--- src/rtl/z3_pkg.sv ---
// Shared Zorro III slave definitions.
// Contents:
//   Z3_IDLE..Z3_BWAIT : FSM state encoding. Plain localparams so older code can share them.
//   z3_dbg_t          : debug snapshot of the FSM, made of state and DATA counter.
//   z3_validspace()   : address-space qualifier taken from the function code.
package z3_pkg;

  localparam logic [2:0] Z3_IDLE  = 3'd0;
  localparam logic [2:0] Z3_START = 3'd1;
  localparam logic [2:0] Z3_DATA  = 3'd2;
  localparam logic [2:0] Z3_END   = 3'd3;
  localparam logic [2:0] Z3_BWAIT = 3'd4;

  localparam int Z3_CNT_W = 10;

  typedef struct packed {
    logic [2:0]          state;
    logic [Z3_CNT_W-1:0] cnt;
  } z3_dbg_t;

  // The slave responds only to user/supervisor data or program space.
  // That is the case when FC[1:0] is 01 or 10.
  function automatic logic z3_validspace(input logic [1:0] fc);
    return fc[1] ^ fc[0];
  endfunction

endpackage

--- src/rtl/z3_slave_ctrl_if.sv ---
// Zorro III bus signals seen by a slave.
// Handshake: the master asserts FCS_n low with A/FC/READ stable, then
// asserts DS_n (writes) while FCS_n is held. The slave answers with dtack,
// and dtack stays high until the master releases FCS_n. mtack advertises
// multi-transfer support during a claimed cycle. The master moves to the
// next burst beat with MTCR_n.
// Ports: FCS_n, DS_n[3:0], MTCR_n, READ, FC[2:0], A[31:0] (master -> slave);
//        dtack, mtack (slave -> master).
interface z3_slave_ctrl_if;
  logic        FCS_n;
  logic [3:0]  DS_n;
  logic        MTCR_n;
  logic        READ;
  logic [2:0]  FC;
  logic [31:0] A;
  logic        dtack;
  logic        mtack;

  modport master (output FCS_n, DS_n, MTCR_n, READ, FC, A,
                  input  dtack, mtack);
  modport slave  (input  FCS_n, DS_n, MTCR_n, READ, FC, A,
                  output dtack, mtack);
endinterface

--- src/rtl/z3_sync.sv ---
// Multi-flop synchroniser for asynchronous active-low strobes.
// Ports: CLK, IORST_n (async, active-low), d[WIDTH-1:0] raw input,
//        q[WIDTH-1:0] synchronised output.
// Reset loads all ones, which is the inactive level for the strobes.
module z3_sync #(
  parameter int STAGES = 2,
  parameter int WIDTH  = 1
) (
  input  logic             CLK,
  input  logic             IORST_n,
  input  logic [WIDTH-1:0] d,
  output logic [WIDTH-1:0] q
);

  logic [WIDTH-1:0] sync_d [STAGES];
  logic [WIDTH-1:0] sync_q [STAGES];

  always_comb begin
    sync_d[0] = d;
    for (int i = 1; i < STAGES; i++) sync_d[i] = sync_q[i-1];
  end

  always_ff @(posedge CLK or negedge IORST_n) begin
    if (!IORST_n) begin
      for (int i = 0; i < STAGES; i++) sync_q[i] <= '1;
    end else begin
      for (int i = 0; i < STAGES; i++) sync_q[i] <= sync_d[i];
    end
  end

  assign q = sync_q[STAGES-1];

endmodule

--- src/rtl/z3_slave_ctrl.sv ---
// Zorro III slave cycle controller with NUM_WIN address decode windows.
// Ports:
//   CLK, IORST_n            clock and async active-low reset
//   bus                     Zorro III strobes/address, dtack/mtack (slave modport)
//   win_base/win_mask/win_en  per-window A[31:24] base, compare mask, enable
//   tgt_ack                 per-window target-done
//   win_sel                 one-hot selected window (zero when idle)
//   addr_q                  A[31:8] latched at cycle start
//   ds_q                    synchronised data strobes, active high
//   timeout                 one-clock pulse when DATA runs out of time
//   busy                    FSM not idle
//   dbg                     FSM state and DATA counter snapshot
// Build option: define Z3_BURST_EN for multi-transfer (MTCR_n) bursts.
module z3_slave_ctrl
  import z3_pkg::*;
#(
  parameter int NUM_WIN     = 4,
  parameter int TIMEOUT_CYC = 255,
  parameter int SYNC_STAGES = 2
) (
  input  logic                 CLK,
  input  logic                 IORST_n,
  z3_slave_ctrl_if.slave       bus,
  input  logic [NUM_WIN*8-1:0] win_base,
  input  logic [NUM_WIN*8-1:0] win_mask,
  input  logic [NUM_WIN-1:0]   win_en,
  input  logic [NUM_WIN-1:0]   tgt_ack,
  output logic [NUM_WIN-1:0]   win_sel,
  output logic [23:0]          addr_q,
  output logic [3:0]           ds_q,
  output logic                 timeout,
  output logic                 busy,
  output z3_dbg_t              dbg
);

  localparam logic [Z3_CNT_W-1:0] TO_LAST = Z3_CNT_W'(TIMEOUT_CYC - 1);

  logic                fcs_s;
  logic [3:0]          ds_n_s;
  logic [2:0]          state_d, state_q;
  logic [NUM_WIN-1:0]  win_sel_d, win_sel_q;
  logic [23:0]         addr_d;
  logic [Z3_CNT_W-1:0] cnt_d, cnt_q;
  logic [NUM_WIN-1:0]  match_vec, first_sel;
  logic                sel_ack, data_go;
  logic                unused_bits;

  z3_sync #(.STAGES(SYNC_STAGES), .WIDTH(1)) u_sync_fcs (
    .CLK(CLK), .IORST_n(IORST_n), .d(bus.FCS_n), .q(fcs_s));
  z3_sync #(.STAGES(SYNC_STAGES), .WIDTH(4)) u_sync_ds (
    .CLK(CLK), .IORST_n(IORST_n), .d(bus.DS_n), .q(ds_n_s));

`ifdef Z3_BURST_EN
  logic mtcr_s;
  z3_sync #(.STAGES(SYNC_STAGES), .WIDTH(1)) u_sync_mtcr (
    .CLK(CLK), .IORST_n(IORST_n), .d(bus.MTCR_n), .q(mtcr_s));
  assign unused_bits = ^{bus.A[7:0], bus.FC[2]};
`else
  assign unused_bits = ^{bus.A[7:0], bus.FC[2], bus.MTCR_n};
`endif

  assign ds_q = ~ds_n_s;

  // Window decode. The lowest matching index wins, so win_sel stays one-hot.
  always_comb begin
    match_vec = '0;
    first_sel = '0;
    for (int i = 0; i < NUM_WIN; i++) begin
      match_vec[i] = win_en[i] &&
        (((bus.A[31:24] ^ win_base[i*8 +: 8]) & win_mask[i*8 +: 8]) == 8'h00);
    end
    for (int i = NUM_WIN - 1; i >= 0; i--) begin
      if (match_vec[i]) begin
        first_sel    = '0;
        first_sel[i] = 1'b1;
      end
    end
  end

  assign sel_ack = |(tgt_ack & win_sel_q);
  assign data_go = bus.READ || (|ds_q);

  always_comb begin
    state_d   = state_q;
    win_sel_d = win_sel_q;
    addr_d    = addr_q;
    cnt_d     = '0;
    case (state_q)
      Z3_IDLE: begin
        win_sel_d = '0;
        // A is stable while FCS_n is asserted. Re-latching it during an
        // unclaimed cycle therefore holds the value from the falling edge.
        if (!fcs_s) begin
          addr_d = bus.A[31:8];
          if ((|match_vec) && z3_validspace(bus.FC[1:0])) begin
            state_d   = Z3_START;
            win_sel_d = first_sel;
          end
        end
      end
      Z3_START: if (data_go) state_d = Z3_DATA;
      Z3_DATA: begin
        // Ack is tested first, so an ack on the last counted clock ends
        // the cycle normally and no timeout is flagged.
        if (sel_ack || (cnt_q == TO_LAST)) state_d = Z3_END;
        else                               cnt_d   = cnt_q + 1'b1;
      end
      Z3_END: begin
`ifdef Z3_BURST_EN
        if (mtcr_s) state_d = Z3_BWAIT;
`endif
      end
      Z3_BWAIT: begin
`ifdef Z3_BURST_EN
        if (!mtcr_s && data_go) state_d = Z3_DATA;
`else
        state_d = Z3_IDLE;
`endif
      end
      default: state_d = Z3_IDLE;
    endcase
    // A master release of FCS_n overrides everything else.
    if ((state_q != Z3_IDLE) && fcs_s) begin
      state_d   = Z3_IDLE;
      win_sel_d = '0;
      cnt_d     = '0;
    end
  end

  always_ff @(posedge CLK or negedge IORST_n) begin
    if (!IORST_n) begin
      state_q   <= Z3_IDLE;
      win_sel_q <= '0;
      addr_q    <= '0;
      cnt_q     <= '0;
    end else begin
      state_q   <= state_d;
      win_sel_q <= win_sel_d;
      addr_q    <= addr_d;
      cnt_q     <= cnt_d;
    end
  end

  // The timeout is combinational so that it is high on the last DATA clock.
  // dtack then follows on the next clock.
  assign timeout   = (state_q == Z3_DATA) && (cnt_q == TO_LAST) && !sel_ack && !fcs_s;
  assign win_sel   = win_sel_q;
  assign busy      = (state_q != Z3_IDLE);
  assign bus.dtack = (state_q == Z3_END);
`ifdef Z3_BURST_EN
  assign bus.mtack = (state_q != Z3_IDLE);
`else
  assign bus.mtack = 1'b0;
`endif
  assign dbg = '{state: state_q, cnt: cnt_q};

endmodule
--- src/flat_wrapper.sv ---
// flat-port wrapper written by rule: the top's interface ports become plain ports
module z3_slave_ctrl_flat import z3_pkg::*;
#(
  parameter int NUM_WIN     = 4,
  parameter int TIMEOUT_CYC = 255,
  parameter int SYNC_STAGES = 2
)
  (CLK, IORST_n, win_base, win_mask, win_en, tgt_ack, win_sel, addr_q, ds_q, timeout, busy, dbg, bus_FCS_n, bus_DS_n, bus_MTCR_n, bus_READ, bus_FC, bus_A, bus_dtack, bus_mtack);
  z3_slave_ctrl_if bus_i ();
  input  logic CLK;
  input  logic IORST_n;
  input  logic [NUM_WIN*8-1:0] win_base;
  input  logic [NUM_WIN*8-1:0] win_mask;
  input  logic [NUM_WIN-1:0] win_en;
  input  logic [NUM_WIN-1:0] tgt_ack;
  output logic [NUM_WIN-1:0] win_sel;
  output logic [23:0] addr_q;
  output logic [3:0] ds_q;
  output logic timeout;
  output logic busy;
  output z3_dbg_t dbg;
  input wire logic [$bits(bus_i.FCS_n)-1:0] bus_FCS_n;
  input wire logic [$bits(bus_i.DS_n)-1:0] bus_DS_n;
  input wire logic [$bits(bus_i.MTCR_n)-1:0] bus_MTCR_n;
  input wire logic [$bits(bus_i.READ)-1:0] bus_READ;
  input wire logic [$bits(bus_i.FC)-1:0] bus_FC;
  input wire logic [$bits(bus_i.A)-1:0] bus_A;
  output wire logic [$bits(bus_i.dtack)-1:0] bus_dtack;
  output wire logic [$bits(bus_i.mtack)-1:0] bus_mtack;
  assign bus_i.FCS_n = bus_FCS_n;
  assign bus_i.DS_n = bus_DS_n;
  assign bus_i.MTCR_n = bus_MTCR_n;
  assign bus_i.READ = bus_READ;
  assign bus_i.FC = bus_FC;
  assign bus_i.A = bus_A;
  assign bus_dtack = bus_i.dtack;
  assign bus_mtack = bus_i.mtack;
  z3_slave_ctrl #(.NUM_WIN(NUM_WIN), .TIMEOUT_CYC(TIMEOUT_CYC), .SYNC_STAGES(SYNC_STAGES)) u_core (.CLK(CLK), .IORST_n(IORST_n), .bus(bus_i), .win_base(win_base), .win_mask(win_mask), .win_en(win_en), .tgt_ack(tgt_ack), .win_sel(win_sel), .addr_q(addr_q), .ds_q(ds_q), .timeout(timeout), .busy(busy), .dbg(dbg));
endmodule
--- config.mk ---
export PLATFORM = sky130hd
export DESIGN_NAME = z3_slave_ctrl_flat
export DESIGN_NICKNAME = d
export VERILOG_FILES = /design/src/rtl/z3_pkg.sv /design/src/rtl/z3_slave_ctrl_if.sv /design/src/rtl/z3_sync.sv /design/src/rtl/z3_slave_ctrl.sv /design/src/flat_wrapper.sv
export SDC_FILE = /design/constraint.sdc
export NUM_CORES = 1
export LEC_CHECK = 0
export CAP_MARGIN = 40
export CORE_ASPECT_RATIO = 1.4
export CORE_MARGIN = 2
export CORE_UTILIZATION = 40
export CTS_CLUSTER_DIAMETER = 60
export CTS_CLUSTER_SIZE = 16
export DETAILED_ROUTE_END_ITERATION = 10
export HOLD_SLACK_MARGIN = 0.05
export PLACE_DENSITY_LB_ADDON = 0.3
export SKIP_LAST_GASP = 1
export SLEW_MARGIN = 20
export SYNTH_ARGS = -nofsm -noshare
export SYNTH_HDL_FRONTEND = slang
export SYNTH_SLANG_ARGS = --single-unit
--- constraint.sdc ---
create_clock -name CLK -period 5.5 [get_ports CLK]
set_input_delay 1.65 -clock CLK [delete_from_list [all_inputs] [get_ports CLK]]
set_output_delay 1.65 -clock CLK [all_outputs]
set_load 0.005 [all_outputs]
# Word level (Yosys, flattened, before mapping)
# Index checks and enable logic that the tools add are counted.
[op_classes]
n_addsub = 1
n_eq_ne = 9
n_mux = 17
bitwise_logic = 12
reduce_logical = 25
[op_table]
columns = ["op", "count"]
rows = [
  ["$and 8x8->8", 4],
  ["$logic_not 8->1", 4],
  ["$mux 4", 8],
  ["$xor 8x8->8", 4],
  ["$mux 10", 3],
  ["$mux 3", 5],
  ["$pmux 3 s4", 1],
  ["$reduce_or 4->1", 3],
  ["$add 10x1->10 const B", 1],
  ["$eq 10x8->1 const B", 1],
  ["$logic_and 1x1->1", 9],
  ["$ne 3x1->1 const B", 3],
  ["$eq 3x2->1 const B", 2],
  ["$reduce_and 5->1", 1],
  ["$and 4x4->4", 1],
  ["$not 4->4", 1],
  ["$eq 3x1->1 const B", 1],
  ["$logic_not 3->1", 1],
  ["$ne 3x2->1 const B", 1],
  ["$reduce_bool 3->1", 1],
  ["$logic_not 1->1", 2],
  ["$logic_or 1x1->1", 2],
  ["$ne 2x1->1 const B", 1],
  ["$reduce_and 2->1", 1],
  ["3 further kinds", 3],
]
[totals]
reg_bits = 51
inputBits = 116
out_inout_bits = 49

# Longest topological paths before layout
# Gate-level depths: netlist of the first run.
[depth]
depth_word = 12
ltp_mapped = 8
depth_no_buf = 8

# By module
# From an unflattened synthesis of the first run, not the netlist that was laid out.
[unflattened]
hier_cells = 224
hier_area_um2 = 2606.2
[by_module_without_submodules]
columns = ["module", "instances", "cells_each", "area_per_inst_um2", "seq_area_each_um2"]
rows = [
  ["z3_slave_ctrl", 1, 214, 2343.5, 1001.0],
  ["z3_sync at u_core.u_sync_ds", 1, 8, 210.2, 210.2],
  ["z3_sync at u_core.u_sync_fcs", 1, 2, 52.6, 52.6],
]

# Least setup slack after synthesis of the first run
# No wires, ideal clock.
[synth_path]
path_type = "input-to-output"
start = "input port tgt_ack[0]"
end = "output port timeout"
arrival_ps = 2209
required_ps = 3850
path_slack_ps = 1641
path_stages = 3
cell_sequence = "a22oi_1 -> nand2_1 -> nor4b_1"
[synth_between]
elab_chain_len = 5
[synth_lines]
columns = ["item", "line_no", "text"]
rows = [
  ["start: declaration", "flat_wrapper.sv:15", "input logic [NUM_WIN-1:0] tgt_ack;"],
  ["$and 4x4->4", "z3_slave_ctrl.sv:80", "assign sel_ack = |(tgt_ack & win_sel_q);"],
  ["$reduce_or 4->1", "z3_slave_ctrl.sv:80", ""],
  ["$logic_not 1->1", "z3_slave_ctrl.sv:146", "assign timeout = (state_q == Z3_DATA) && (cnt_q == TO_LAST) && !sel_ack && !fcs_s;"],
  ["$logic_and 1x1->1 (2 in a row)", "z3_slave_ctrl.sv:146", ""],
  ["end: declaration", "flat_wrapper.sv:19", "output logic timeout;"],
]
# Every way passes these cells.

# Worst setup path after layout of the first run
[layout_path]
start = "input port tgt_ack[1]"
end = "output port timeout"
# Same word-level chain as after synthesis.

==> results.toml, run 1 <==
[run_status]
status = "completed"

[timing]
skew_ps = 5.10
finalCritPeriodShare_pct = 87.5
relSlewSlack_pct = 58.4
finalSetupViolations = 0
tightest_slew_ps = 624
whs_ps = 357
finalHoldViolCount = 0
finalSetupTns_ps = 0
rsz0062_at_grt = "no"
period_needed_ps = 4810
fmax_mhz = 208
maxSlewViolCount = 0

[floorplanning]
die_h_um = 99.1
ios = 165
core_area_um2 = 6250
initial_core_util_pct = 41.3
dieWidth_um = 71.9
row_count = 34
die_area_um2 = 7130

[pwr]
irDropWorstVdd_mv = 0.298
p_leak_uw = 0.00175
p_total_uw = 1420
power_density_nw_per_um2 = 335

[clock_tree]
postCtsSetupRepairBufs = 0
cts_tree = "done"
cts-resized-gates = 0
clk_path_buf_depth = 2
htree_levels = 2
cts-buffers-inserted = 5
clock_latency_ps = 300
clock-sinks = 50
ctsHoldBuffers = 0
ctsRootBufferMaster = "clkbuf_8"
clk_pin_slew_worst_paths_ps = 90

[critical_path]
r2r_cells = 8
cp-start-kind = "input port"
path_cells = "clkdlybuf4s50_1 > a22oi_1 > nand2_1 > nor4b_1 > clkdlybuf4s50_1"
cpPeakStageDelay_ps = 540
critPathCaptureType = "output pin"
crit_slowest_cell = "clkdlybuf4s50_1"
r2r_setup_slack_ps = 3380
r2r_start = "u_core.state_q[1]"
worstSetupPathType = "input port to output pin"
r2r-end = "u_core.state_q[1]"
crit_fanout = 2
cp.required_ps = 3850
path_buf_inv = 2
crit_arrival_ps = 3160
crit_family = "buffers and inverters"
cpMostUsedCell = "clkdlybuf4s50_1"

[worst_hold_path]
hold_depth = 0
holdPathEnd = "u_core.u_sync_fcs.q"
hold_start = "u_core.u_sync_fcs.sync_d[0]"
worstHoldPathType = "register to register"

[final_layout]
drive_above_1_share_pct = 13.1
syn2layout_area_growth_pct = 64.6
final_util_pct = 68.0
instances_no_fill = 445
fin_nets = 494
n_antenna_cell = 0

[yosys]
synth.avg_cell_area_um2 = 11.5
seq_area_frac_synth_pct = 48.9
synth_edf_count = 0
ys_ff_latch = 50
synth_area_leaders = "dfrtp_1, xor2_1, mux2_2, dfstp_2, ha_1"
synth_cell_type_count = 43
ys_warn_count = 0
synth.top_cell.area_share_pct = 38.7
synth_area_um2 = 2580
synth_ff_type = "dfrtp_1"
postSynthCellCount = 224
yosysTopAreaCell = "dfrtp_1"
async_flop_share_pct = 100

[global_route]
grt_pass1_vias = 2417
antenna_found_initial = 0
grt_overflow = 0
grt_pass1_wl_um = 11200
track_usage_pct = 19.9
grt_max_degree = 51

[flow_run]
maxCapViolCount = 0

[drt]
wirelength_um = 6860
drtIter0Drc = 109
drt-pass1-iter-count = 4
via_per_inst = 5.09
ant_nets = 0
remaining_drc_errors = 0
vias = 2265
avgRoutedWirePerCell_um = 15.4

[placement]
io_buffers = 152
gp_congestion = 0.778
place_hpwl_um = 5480
dp.cells = 437
==> state kept, by name, summed over array words and instances, names as in the netlist <==
signal / flops
u_core.cnt_q: 10
u_core.win_sel: 4
u_core.u_sync_ds.sync_d: 4
u_core.u_sync_fcs.sync_d: 1
u_core.addr_q: 24
u_core.state_q: 2
u_core.u_sync_ds.q: 4
u_core.u_sync_fcs.q: 1
==> worst register-to-register path: stages, from the launching register on <==
cell       delay, ps
dfrtp_1          460
inv_1            110
ha_1             270
nand2b_1         190
nand4_1          140
o2bb2ai_1        350
nor3_1           100
a211oi_1         230
o211ai_1         140
==> Yosys cell counts (all sizes together) (2+ instances only) <==
cell,n
nor4b,2
buf,5
nand2,11
clkbuf,9
nor2,14
o21ai,2
nand3,3
xnor2,3
o41ai,2
a222oi,4
inv,10
dfrtp,40
a22o,5
a221oi,4
nand4,5
a22oi,2
nor3,3
a21oi,3
xor2,38
dfstp,10
mux2,24
ha,6
and4,4
==> where the power goes <==
| part | internal, µW | total (µW) | switching [µW] |
|---|---|---|---|
| Sequential | 478 | 544 | 65.8 |
| Clock | 139 | 263 | 124 |
| Combinational | 398 | 617 | 219 |
==> worst max path at each step <==
stage / from / to / slack [ps] / cells past startpoint
after CTS: tgt_ack[1] / timeout / 670 / 5
after detailed placement: tgt_ack[1] / timeout / 680 / 5
after global routing: tgt_ack[1] / timeout / 540 / 5
final: tgt_ack[1] / timeout / 690 / 5
after global placement: tgt_ack[1] / timeout / 680 / 5
after floorplan: tgt_ack[0] / timeout / 1640 / 3
==> routing by layer <==
metal	global-route usage, %	vias up	wire length (µm)
li1	-	1083	-
met1	22.8	1091	2580
met2	34.9	81	3680
met3	5.78	10	478
met4	7.26	0	129
met5	0	-	0
==> metrics by stage <==
stage                     setup slack (ps)  area (µm²)
after floorplan                       1640        2590
after global placement                 678        4140
after CTS                              672        4260
after detailed placement               679        4140
after global routing                   542        4260
final                                  687        4260
==> cell usage in the layout (no fill, tap or decap), types with 2 or more instances in the layout <==
| cell | count |
|---|---|
| nor4b_1 | 2 |
| nand2_1 | 11 |
| a221oi_1 | 3 |
| nor2_1 | 13 |
| a21oi_1 | 3 |
| xnor2_1 | 3 |
| xor2_1 | 38 |
| a22oi_1 | 2 |
| ha_1 | 6 |
| clkbuf_8 | 5 |
| o21ai_0 | 2 |
| clkdlybuf4s50_1 | 151 |
| nand3_1 | 3 |
| mux2_2 | 24 |
| buf_4 | 2 |
| a222oi_1 | 4 |
| dfrtp_1 | 40 |
| dfstp_2 | 10 |
| and4_1 | 3 |
| conb_1 | 2 |
| inv_6 | 2 |
| nand4_1 | 5 |
| inv_1 | 10 |
| a22o_1 | 5 |
| o41ai_1 | 2 |
| nor3_1 | 3 |
==> kinds of logic after synthesis <==
kind of cell             share of synthesized area, %
flip-flops                                       48.9
AND/OR/NAND/NOR                                  10.1
XOR/XNOR                                         13.9
AO/OA/AOI/OAI                                    8.91
multiplexers                                     10.8
buffers and inverters                            4.31
adder cells (fa/ha/maj)                          2.90
other                                           0.145
==> layout make-up <==
class,count,area [µm²]
clock inverter,3,47.5
inverter,10,37.5
clock buffer,5,68.8
tap,72,90.1
fill,517,2000
sequential,50,1260
timing repair buffer,154,1530
multi-input combinational,151,1220
No activity file was read; power rests on OpenSTA's default activity.
==> run 2: changes to the inputs <==
- PLACE_DENSITY: default -> 0.87
- PLACE_DENSITY_LB_ADDON: 0.3 -> default
==> run 2 against run 1 <==
Clock power increased by 2%. Non-clock buffer count did not move. Cell count stayed put. Sequential share of layout area fell by 0.087 points. Total power increased by 0.77%. Combinational power up 0.8%. Flip-flop and latch count unchanged. Worst hold slack worse by 5.6 ps. Die area is the same. Largest cell class unchanged.
==> results.toml, run 2 (synthesis results as in run 1) <==
[critical_path]
r2r_setup_slack_ps = 3420
crit_family = "buffers and inverters"
cp.required_ps = 3850
worstSetupPathType = "input port to output pin"
cpPeakStageDelay_ps = 550
cpMostUsedCell = "clkdlybuf4s50_1"
path_cells = "clkdlybuf4s50_1 > a22oi_1 > nand2_1 > nor4b_1 > clkdlybuf4s50_1"
path_buf_inv = 2
critPathCaptureType = "output pin"
crit_arrival_ps = 3200
cp-start-kind = "input port"
crit_fanout = 2
crit_slowest_cell = "clkdlybuf4s50_1"

[pwr]
irDropWorstVdd_mv = 0.259
p_switching_uw = 418
pwr-share-clk_pct = 18.6
power_density_nw_per_um2 = 336
power.share.switching_pct = 29.1
p_int_uw = 1020
pwr-share-comb_pct = 43.4
p_leak_uw = 0.00175
p_seq_share_pct = 38.0

[global_route]
grt_overflow = 0
grt_pass1_vias = 2447
antenna_found_initial = 0
grt_pass1_wl_um = 11600
track_usage_pct = 20.8
grt_max_degree = 29

[floorplanning]
die_h_um = 99.1
row_count = 34
core_area_um2 = 6250
ios = 165
dieWidth_um = 71.9
initial_core_util_pct = 41.3
die_area_um2 = 7130

[flow_run]
maxCapViolCount = 0

[timing]
period_needed_ps = 4850
whs_ps = 352
finalHoldViolCount = 0
relSlewSlack_pct = 63.3
fmax_mhz = 206
finalCritPeriodShare_pct = 88.3
finalSetupViolations = 0
maxSlewViolCount = 0
finalSetupTns_ps = 0
skew_ps = 8.62
tightest_slew_ps = 550
rsz0062_at_grt = "no"

[drt]
highest_layer = "met4"
avgRoutedWirePerCell_um = 15.6
met2WireLength_um = 3760
remaining_drc_errors = 0
met1_length_um = 2460
via_per_inst = 5.06
drtIter0Drc = 93
vias = 2251
wl_met3_um = 575
ant_nets = 0
wirelength_um = 6920
drt-pass1-iter-count = 4

[clock_tree]
clk_pin_slew_worst_paths_ps = 100
ctsRootBufferMaster = "clkbuf_8"
clk_path_buf_depth = 2
clock-sinks = 50
cts_tree = "done"
postCtsSetupRepairBufs = 0
cts-resized-gates = 0
htree_levels = 2
ctsHoldBuffers = 0
clock_latency_ps = 300
cts-buffers-inserted = 5

[placement]
dpl_cell_area_um2 = 4150
io_buffers = 152
gp_congestion = 0.850
place_hpwl_um = 5720

[final_layout]
largest_reg_flops = 24
finish.instance_area_um2 = 4270
layout_commonest_cell = "clkdlybuf4s50_1"
fin_nets = 494
layout_common_cells = "clkdlybuf4s50_1, dfrtp_1, xor2_1"
drive_above_1_share_pct = 13.1
final_util_pct = 68.2
n_antenna_cell = 0
top_register = "u_core.addr_q"
syn2layout_area_growth_pct = 65.1
largest_registers = "u_core.addr_q: 24 flops, u_core.cnt_q: 10 flops"
fillers = 491

[run_status]
status = "completed"

[worst_hold_path]
worstHoldPathType = "register to register"
[run 2: cell counts in the layout (fill, tap and decap cells not counted)]
No cell type changed its count.
[run 2: final cells by class]
cell class	count	area [µm²]	share of cell area (%)
clock buffer	5	68.8	1.61
clock inverter	3	47.5	1.11
inverter	10	37.5	0.880
multi-input combinational	151	1220	28.5
sequential	50	1260	29.6
tap	72	90.1	2.11
timing repair buffer	154	1540	36.2
[run 2: power groups by stage]
stage	clock (µW)	combinational [µW]	sequential, µW
finish	267	622	545
global route	292	679	561
CTS	277	632	546
detailed placement	0	628	553
global placement	0	614	545
floorplan	0	254	552
[run 2: per-layer routing]
metal / global-route usage, % / vias up
li1: - / 1083
met1: 22.0 / 1067
met2: 38.3 / 87
met3: 7.19 / 14
met4: 5.95 / 0
met5: 0 / -
[run 2: final timing paths]
check                      cells past startpoint                          to                        from
setup reg to reg                               7           u_core.win_sel[3]           u_core.state_q[0]
hold / removal                                 0       u_core.u_sync_ds.q[2]  u_core.u_sync_ds.sync_d[2]
min in group asynchronous                      1           u_core.addr_q[19]                     IORST_n
hold reg to reg                                0       u_core.u_sync_ds.q[2]  u_core.u_sync_ds.sync_d[2]
max in group asynchronous                      2  u_core.u_sync_ds.sync_d[2]                     IORST_n
setup / recovery                               5                     timeout                  tgt_ack[1]
[run 2: stage by stage]
| step | instances | total power, µW | worst slack (ps) |
|---|---|---|---|
| floorplan | 225 | 805 | 1640 |
| global placement | 436 | 1160 | 681 |
| detailed placement | 437 | 1180 | 656 |
| CTS | 445 | 1460 | 649 |
| global route | 445 | 1530 | 500 |
| finish | 445 | 1430 | 646 |
